<file path="src/rtl/mbz_nxm_err_ctl.sv">
// Watchdog and error capture for the MBZ core reference path: times each SBUS
// reference, forges the NXM ack/data sequence on timeout, and holds the first error address.
module mbz_nxm_err_ctl #(
  parameter int NSRC      = 4,
  parameter int ADR_W     = 22,
  parameter int TMO_W     = 8,
  parameter int NXM_STEPS = 5,
  localparam int SRC_W    = (NSRC > 1) ? $clog2(NSRC) : 1
) (
  input  logic                 clk,
  input  logic                 RESET,
  input  logic                 MEM_START,
  input  logic [SRC_W-1:0]     RQ_SRC,
  input  logic [ADR_W-1:0]     RQ_ADR,
  input  logic                 RQ_RD,
  input  logic                 RQ_WR,
  input  logic                 ACKN_PULSE,
  input  logic                 DATA_VAL,
  input  logic                 MB_PAR_ODD,
  input  logic                 ADR_PAR_ERR,
  input  logic [TMO_W-1:0]     TMO_LIMIT,
  input  logic [NSRC-1:0]      ERR_CLR,
  input  logic                 ERA_CLR,
  output logic                 CORE_BUSY,
  output logic [NXM_STEPS-1:0] NXM_T,
  output logic                 NXM_ACK,
  output logic                 NXM_DATA_VAL,
  output logic                 LOAD_MB_MAGIC,
  output logic [NSRC-1:0]      NXM_ERR,
  output logic [NSRC-1:0]      PAR_ERR,
  output logic [NSRC-1:0]      APE_ERR,
  output logic [ADR_W-1:0]     ERA,
  output logic [SRC_W-1:0]     ERA_SRC,
  output logic                 ERA_WR,
  output logic                 ERA_VALID,
  output logic                 RQ_OVERRUN
);

  typedef enum logic [1:0] {IDLE, WAIT, NXM, RPW} state_t;

  state_t               state_q, state_d;
  logic [TMO_W-1:0]     cnt_q, cnt_d, lim_q;
  logic [NXM_STEPS-1:0] step_q, step_d;
  logic                 acked_q, acked_d;
  logic                 own_q;
  logic [SRC_W-1:0]     src_q;
  logic [ADR_W-1:0]     adr_q;
  logic                 rd_q, wr_q;
  logic                 tmo, in_ref, par_hit, ape_hit, err_any;
  logic [NSRC-1:0]      src_oh;

  function automatic logic [TMO_W-1:0] sat_inc(input logic [TMO_W-1:0] c);
    return (c == {TMO_W{1'b1}}) ? c : c + 1'b1;
  endfunction

  // T2 is the timeout-compare cycle itself, so it is decoded combinationally
  // and an ACKN arriving in that same cycle cancels it.
  always_comb begin
    state_d = state_q;
    cnt_d   = cnt_q;
    step_d  = step_q;
    acked_d = acked_q;
    tmo     = 1'b0;
    case (state_q)
      IDLE: begin
        if (MEM_START) begin
          state_d = WAIT;
          cnt_d   = '0;
          acked_d = 1'b0;
        end
      end
      WAIT: begin
        cnt_d = sat_inc(cnt_q);
        if (ACKN_PULSE && !acked_q) begin
          cnt_d = '0;
          if (rd_q && wr_q) begin
            state_d = RPW;
          end else if (rd_q) begin
            acked_d = 1'b1;
            if (DATA_VAL) state_d = IDLE;
          end else begin
            state_d = IDLE;
          end
        end else if (acked_q && DATA_VAL) begin
          state_d = IDLE;
        end else if (cnt_q == lim_q) begin
          tmo = 1'b1;
        end
      end
      RPW: begin
        cnt_d = sat_inc(cnt_q);
        if (ACKN_PULSE)           state_d = IDLE;
        else if (cnt_q == lim_q)  tmo = 1'b1;
      end
      NXM: begin
        step_d = step_q << 1;
        if (step_q[NXM_STEPS-1]) begin
          state_d = IDLE;
          step_d  = '0;
        end
      end
      default: state_d = IDLE;
    endcase
    if (tmo) begin
      state_d = NXM;
      step_d  = NXM_STEPS'(2);
    end
  end

  assign in_ref        = (state_q == WAIT) || (state_q == RPW);
  assign par_hit       = in_ref && rd_q && DATA_VAL && !MB_PAR_ODD;
  assign ape_hit       = in_ref && ADR_PAR_ERR;
  assign err_any       = tmo || par_hit || ape_hit;
  assign src_oh        = NSRC'(1) << src_q;
  assign CORE_BUSY     = (state_q != IDLE);
  assign NXM_T         = step_q | NXM_STEPS'(tmo);
  assign NXM_ACK       = tmo;
  assign NXM_DATA_VAL  = step_q[NXM_STEPS-1] && rd_q;
  // Magic is suppressed only when ERA was captured by an earlier reference.
  assign LOAD_MB_MAGIC = (NXM_DATA_VAL || par_hit) && !(ERA_VALID && !own_q);

  always_ff @(posedge clk) begin
    if (RESET) begin
      state_q    <= IDLE;
      cnt_q      <= '0;
      step_q     <= '0;
      acked_q    <= 1'b0;
      own_q      <= 1'b0;
      NXM_ERR    <= '0;
      PAR_ERR    <= '0;
      APE_ERR    <= '0;
      ERA        <= '0;
      ERA_SRC    <= '0;
      ERA_WR     <= 1'b0;
      ERA_VALID  <= 1'b0;
      RQ_OVERRUN <= 1'b0;
    end else begin
      state_q <= state_d;
      cnt_q   <= cnt_d;
      step_q  <= step_d;
      acked_q <= acked_d;
      NXM_ERR <= (NXM_ERR & ~ERR_CLR) | (tmo     ? src_oh : '0);
      PAR_ERR <= (PAR_ERR & ~ERR_CLR) | (par_hit ? src_oh : '0);
      APE_ERR <= (APE_ERR & ~ERR_CLR) | (ape_hit ? src_oh : '0);
      if (MEM_START && state_q != IDLE) RQ_OVERRUN <= 1'b1;
      if (state_q == IDLE && MEM_START) own_q <= 1'b0;
      if (err_any && (!ERA_VALID || ERA_CLR)) begin
        ERA       <= adr_q;
        ERA_SRC   <= src_q;
        ERA_WR    <= wr_q;
        ERA_VALID <= 1'b1;
        own_q     <= 1'b1;
      end else if (ERA_CLR) begin
        ERA_VALID <= 1'b0;
      end
    end
  end

  always_ff @(posedge clk) begin
    if (state_q == IDLE && MEM_START) begin
      src_q <= RQ_SRC;
      adr_q <= RQ_ADR;
      rd_q  <= RQ_RD;
      wr_q  <= RQ_WR;
      lim_q <= (TMO_LIMIT == '0) ? {TMO_W{1'b1}} : TMO_LIMIT;
    end
  end

endmodule
</file>
<file path="config.mk">
export PLATFORM = sky130hd
export DESIGN_NAME = mbz_nxm_err_ctl
export DESIGN_NICKNAME = d
export VERILOG_FILES = /design/src/rtl/mbz_nxm_err_ctl.sv
export SDC_FILE = /design/constraint.sdc
export NUM_CORES = 1
export LEC_CHECK = 0
export ABC_AREA = 0
export BUFFER_PORTS_ARGS = -buffer_cell sky130_fd_sc_hd__buf_2
export CORE_MARGIN = 2
export CORE_UTILIZATION = 57
export CTS_CLUSTER_SIZE = 12
export DETAILED_ROUTE_END_ITERATION = 6
export GPL_TIMING_DRIVEN = 0
export PLACE_DENSITY = 0.85
export SKIP_LAST_GASP = 1
export SLEW_MARGIN = 40
export SYNTH_ARGS = -nofsm -noshare
export SYNTH_HDL_FRONTEND = slang
export SYNTH_SLANG_ARGS = --single-unit
</file>
<file path="constraint.sdc">
create_clock -name clk -period 4 [get_ports clk]
set_input_delay 1 -clock clk [delete_from_list [all_inputs] [get_ports clk]]
set_output_delay 1 -clock clk [all_outputs]
set_load 0.02 [all_outputs]
</file>
==> qor.csv <==
stage,metric,value,unit
sta,setup slack after layout,0.645,ns
synthesis,Post-Syn Area per Cell,11.2,um^2
routing,detail-routed via count per cell,5.40,
clock_network,CTS Buf Count,9,
clock_network,post-CTS setup buffer count,0,
clock_network,Clock Tree Root,clkbuf_8,
clock_network,CTS resizes,0,
outcome,status,completed,
clock_network,clk sink count,89,
clock_network,TritonCTS clock tree,yes,
placement,Post-DP HPWL,5390,um
sta,# setup viols final,0,
sta,setup TNS,0,ns
global_route,grt ovf,0,
layout,Area Growth Syn to Fin,20.9,%
floorplanning,die height,84.6,um
layout,Antenna diodes,0,
routing,drt total wl,7520,um
placement,dpl cell area,0.00430,mm^2
global_route,gr usage total,22.2,%
critical_path,Required @ worst endpoint,3.00,ns
floorplanning,Die ar.,0.00716,mm^2
pwr,P_leak,1.95,nW
synthesis,top cell type by total area after synthesis,dfxtp_1,
routing,DR vias,2785,
routing,Final ANT Viol Nets,0,
critical_path,CP Cell Sequence,buf_2 > mux2_4 > nor4_4 > buf_4 > buf_2,
floorplanning,Initial Utilization,58.7,%
synthesis,Post-Syn Area,0.00370,mm^2
critical_path,Slowest Stage Delay on Critical Path,0.58,ns
clock_network,CTS H-tree lvls,3,
clock_network,CTS Hold Bufs,0,
placement,Setup WS pre-CTS,0.653,ns
critical_path,Worst path most repeated cell,buf_2,
synthesis,fraction of registers with async set or reset after synthesis,0,%
global_route,first-pass GRT wire length,12700,um
worst_hold_path,Min-Delay Path Class,flip-flop to flip-flop,
pwr,Max VDD drop,279,uV
critical_path,Worst Path Max Fanout,10,
critical_path,CP Launch Type,input port,
synthesis,area fraction of the dominant cell type after synthesis,29.7,%
synthesis,"Top FF cell, synth",dfxtp_1,
layout,Final nets,481,
synthesis,Synth Instances,330,
routing,DR DRC count,0,
worst_hold_path,worst hold path depth,2,
synthesis,Synth cell types,44,
synthesis,synth warn,0,
sta,clock period minus worst slack,3.35,ns
synthesis,synth top area cells,"dfxtp_1, edfxtp_1, nand2b_1",
routing,Pre-antenna DRT Iters,5,
global_route,vias in the first global route,2708,
routing,DRT iter0 DRCs,157,
layout,final instance area,0.00448,mm^2
critical_path,Setup CP Type,input port to output port,
synthesis,syn nets,377,
layout,# fillers,444,
pwr,power per standard cell area,499,mW/mm^2
critical_path,Worst setup EP type,output port,
sta,fmax,298,MHz
floorplanning,row count,29,
sta,Final Cycle Share,83.9,%
sta,Setup Skew,0.0107,ns
sta,max-slew violation count,0,
floorplanning,Die Width,84.6,um
clock_network,maximum clock insertion buffer count,2,
clock_network,worst skew pair latency,0.36,ns
floorplanning,CORE AREA,0.00631,mm^2
synthesis,number of synthesized register bits,89,
layout,layout cell share with drive strength beyond 1,28.2,%
global_route,initial antenna violation count,0,
sta,slew at the pin closest to its max-slew limit,0.667,ns
clock_network,"Clk pin slew, worst setup/hold paths",0.08,ns
sta,"Hold Vio Cnt, Final",0,
routing,Wirelength per Cell,14.6,um
global_route,largest net degree at the start of global routing,20,
synthesis,Post-synth EDFFs,34,
critical_path,crit path DAT,2.35,ns
placement,GP Congestion,0.866,
sta,RSZ-0062 raised after global routing,no,
critical_path,R2R cell count,7,
placement,port bufs,92,
synthesis,register area share after synthesis,57.3,%
sta,slew margin rel.,55.2,%
floorplanning,Top-Level Pins,94,
flow_run,Max-cap violations,0,
critical_path,Crit-path slowest cell,nor4_4,
-- layer usage --
| layer | track usage [%] | vias to the layer above | routed length (um) |
|---|---|---|---|
| met5 | 0 | - | 0 |
| met4 | 8.51 | 0 | 82 |
| met2 | 36.1 | 96 | 3660 |
| li1 | - | 1373 | - |
| met1 | 29.0 | 1310 | 3370 |
| met3 | 4.82 | 6 | 400 |
-- sequential cells by signal, summed over array words and instances, names as in the netlist, 2 cells and up --
register  cells
src_q         2
cnt_q         8
PAR_ERR       4
adr_q        22
NXM_ERR       4
state_q       2
ERA_SRC       2
step_q        4
lim_q         8
ERA          22
APE_ERR       4
-- cells in the mapped netlist, types with 2 or more instances --
cell and instances:
a211oi_1 4, a21oi_1 15, a22oi_1 6, a32oi_1 4, a41oi_1 2, and2_1 2, buf_1 3, buf_6 3
clkbuf_1 9, dfxtp_1 55, edfxtp_1 34, inv_1 9, mux2i_1 29, nand2_1 7, nand2b_1 54, nand3_1 8
nand4_1 3, nor2_1 21, nor2b_1 6, nor3_1 8, nor3b_1 5, o21ai_0 4, o311ai_0 2, o31ai_1 2
or2_2 8, or4_1 2, xnor2_1 8
-- layout make-up --
type | count | area (um^2) | share of cell area, %
flip-flops and latches | 89 | 2120 | 47.4
plain buffers | 16 | 86.3 | 1.93
clock buffers | 11 | 141 | 3.16
repair buffers | 93 | 488 | 10.9
inverters | 9 | 33.8 | 0.754
well taps | 77 | 96.3 | 2.15
clock inverters | 5 | 40.0 | 0.894
multi-input cells | 216 | 1470 | 32.8
-- worst max-delay path, delay by kind of cell --
kind | cells | cell delay (ns)
mux | 1 | 0.29
simple gates | 1 | 0.58
buf+inv | 3 | 0.48
-- path summary, 6_finish.rpt --
kind                                       startpoint                    end  slack (ns)
worst min register to register  NXM_ERR[3]$_SDFF_PP0_  NXM_ERR[3]$_SDFF_PP0_        0.46
worst max-delay path                       ACKN_PULSE               NXM_T[0]        0.65
worst min-delay path            NXM_ERR[3]$_SDFF_PP0_  NXM_ERR[3]$_SDFF_PP0_        0.46
worst max register to register   acked_q$_SDFFE_PP0P_   ERA[11]$_SDFFE_PP0P_        1.70
-- per-stage QoR --
| step | power (mW) | hold slack, ns | std cells | util, % |
|---|---|---|---|---|
| 2_1_floorplan | 1.52 | 0.450 | 330 | - |
| 3_3_place_gp | 1.66 | 0.445 | 499 | 67.5 |
| 5_1_grt | 2.35 | 0.493 | 516 | 70.9 |
| 6_report | 2.24 | 0.458 | 516 | 70.9 |
| 3_5_place_dp | 1.69 | 0.450 | 500 | 68.1 |
| 4_1_cts | 2.24 | 0.461 | 516 | 70.9 |
-- where the power goes --
| group | leakage, nW | internal [mW] | switching, mW |
|---|---|---|---|
| Combinational | 1.09 | 0.216 | 0.317 |
| Sequential | 0.769 | 1.08 | 0.0603 |
| Clock | 0.0891 | 0.247 | 0.315 |
| Total | 1.95 | 1.54 | 0.692 |
-- logic make-up (layout without fill, tap and decap cells) --
group | Yosys count | after routing | synth area share, %
compound gates | 45 | 45 | 8.18
buf+inv | 25 | 134 | 3.24
mux | 30 | 30 | 8.24
simple gates | 131 | 131 | 20.6
flops | 89 | 89 | 57.3
xor+xnor | 9 | 9 | 2.13
fa+ha+maj | 1 | 1 | 0.338
-- layout by cell type (no fill, tap or decap), drive strengths merged, types with 7 or more instances in the layout --
cell	Yosys	layout
buf	7	100
dfxtp	55	55
nand2b	54	54
edfxtp	34	34
mux2i	29	29
nor2	21	21
clkbuf	9	20
a21oi	15	15
inv	9	10
xnor2	8	8
nand3	8	8
nor3	8	8
or2	8	8
nand2	7	7
nor2b	7	7
(Power assumes the default switching activity.)
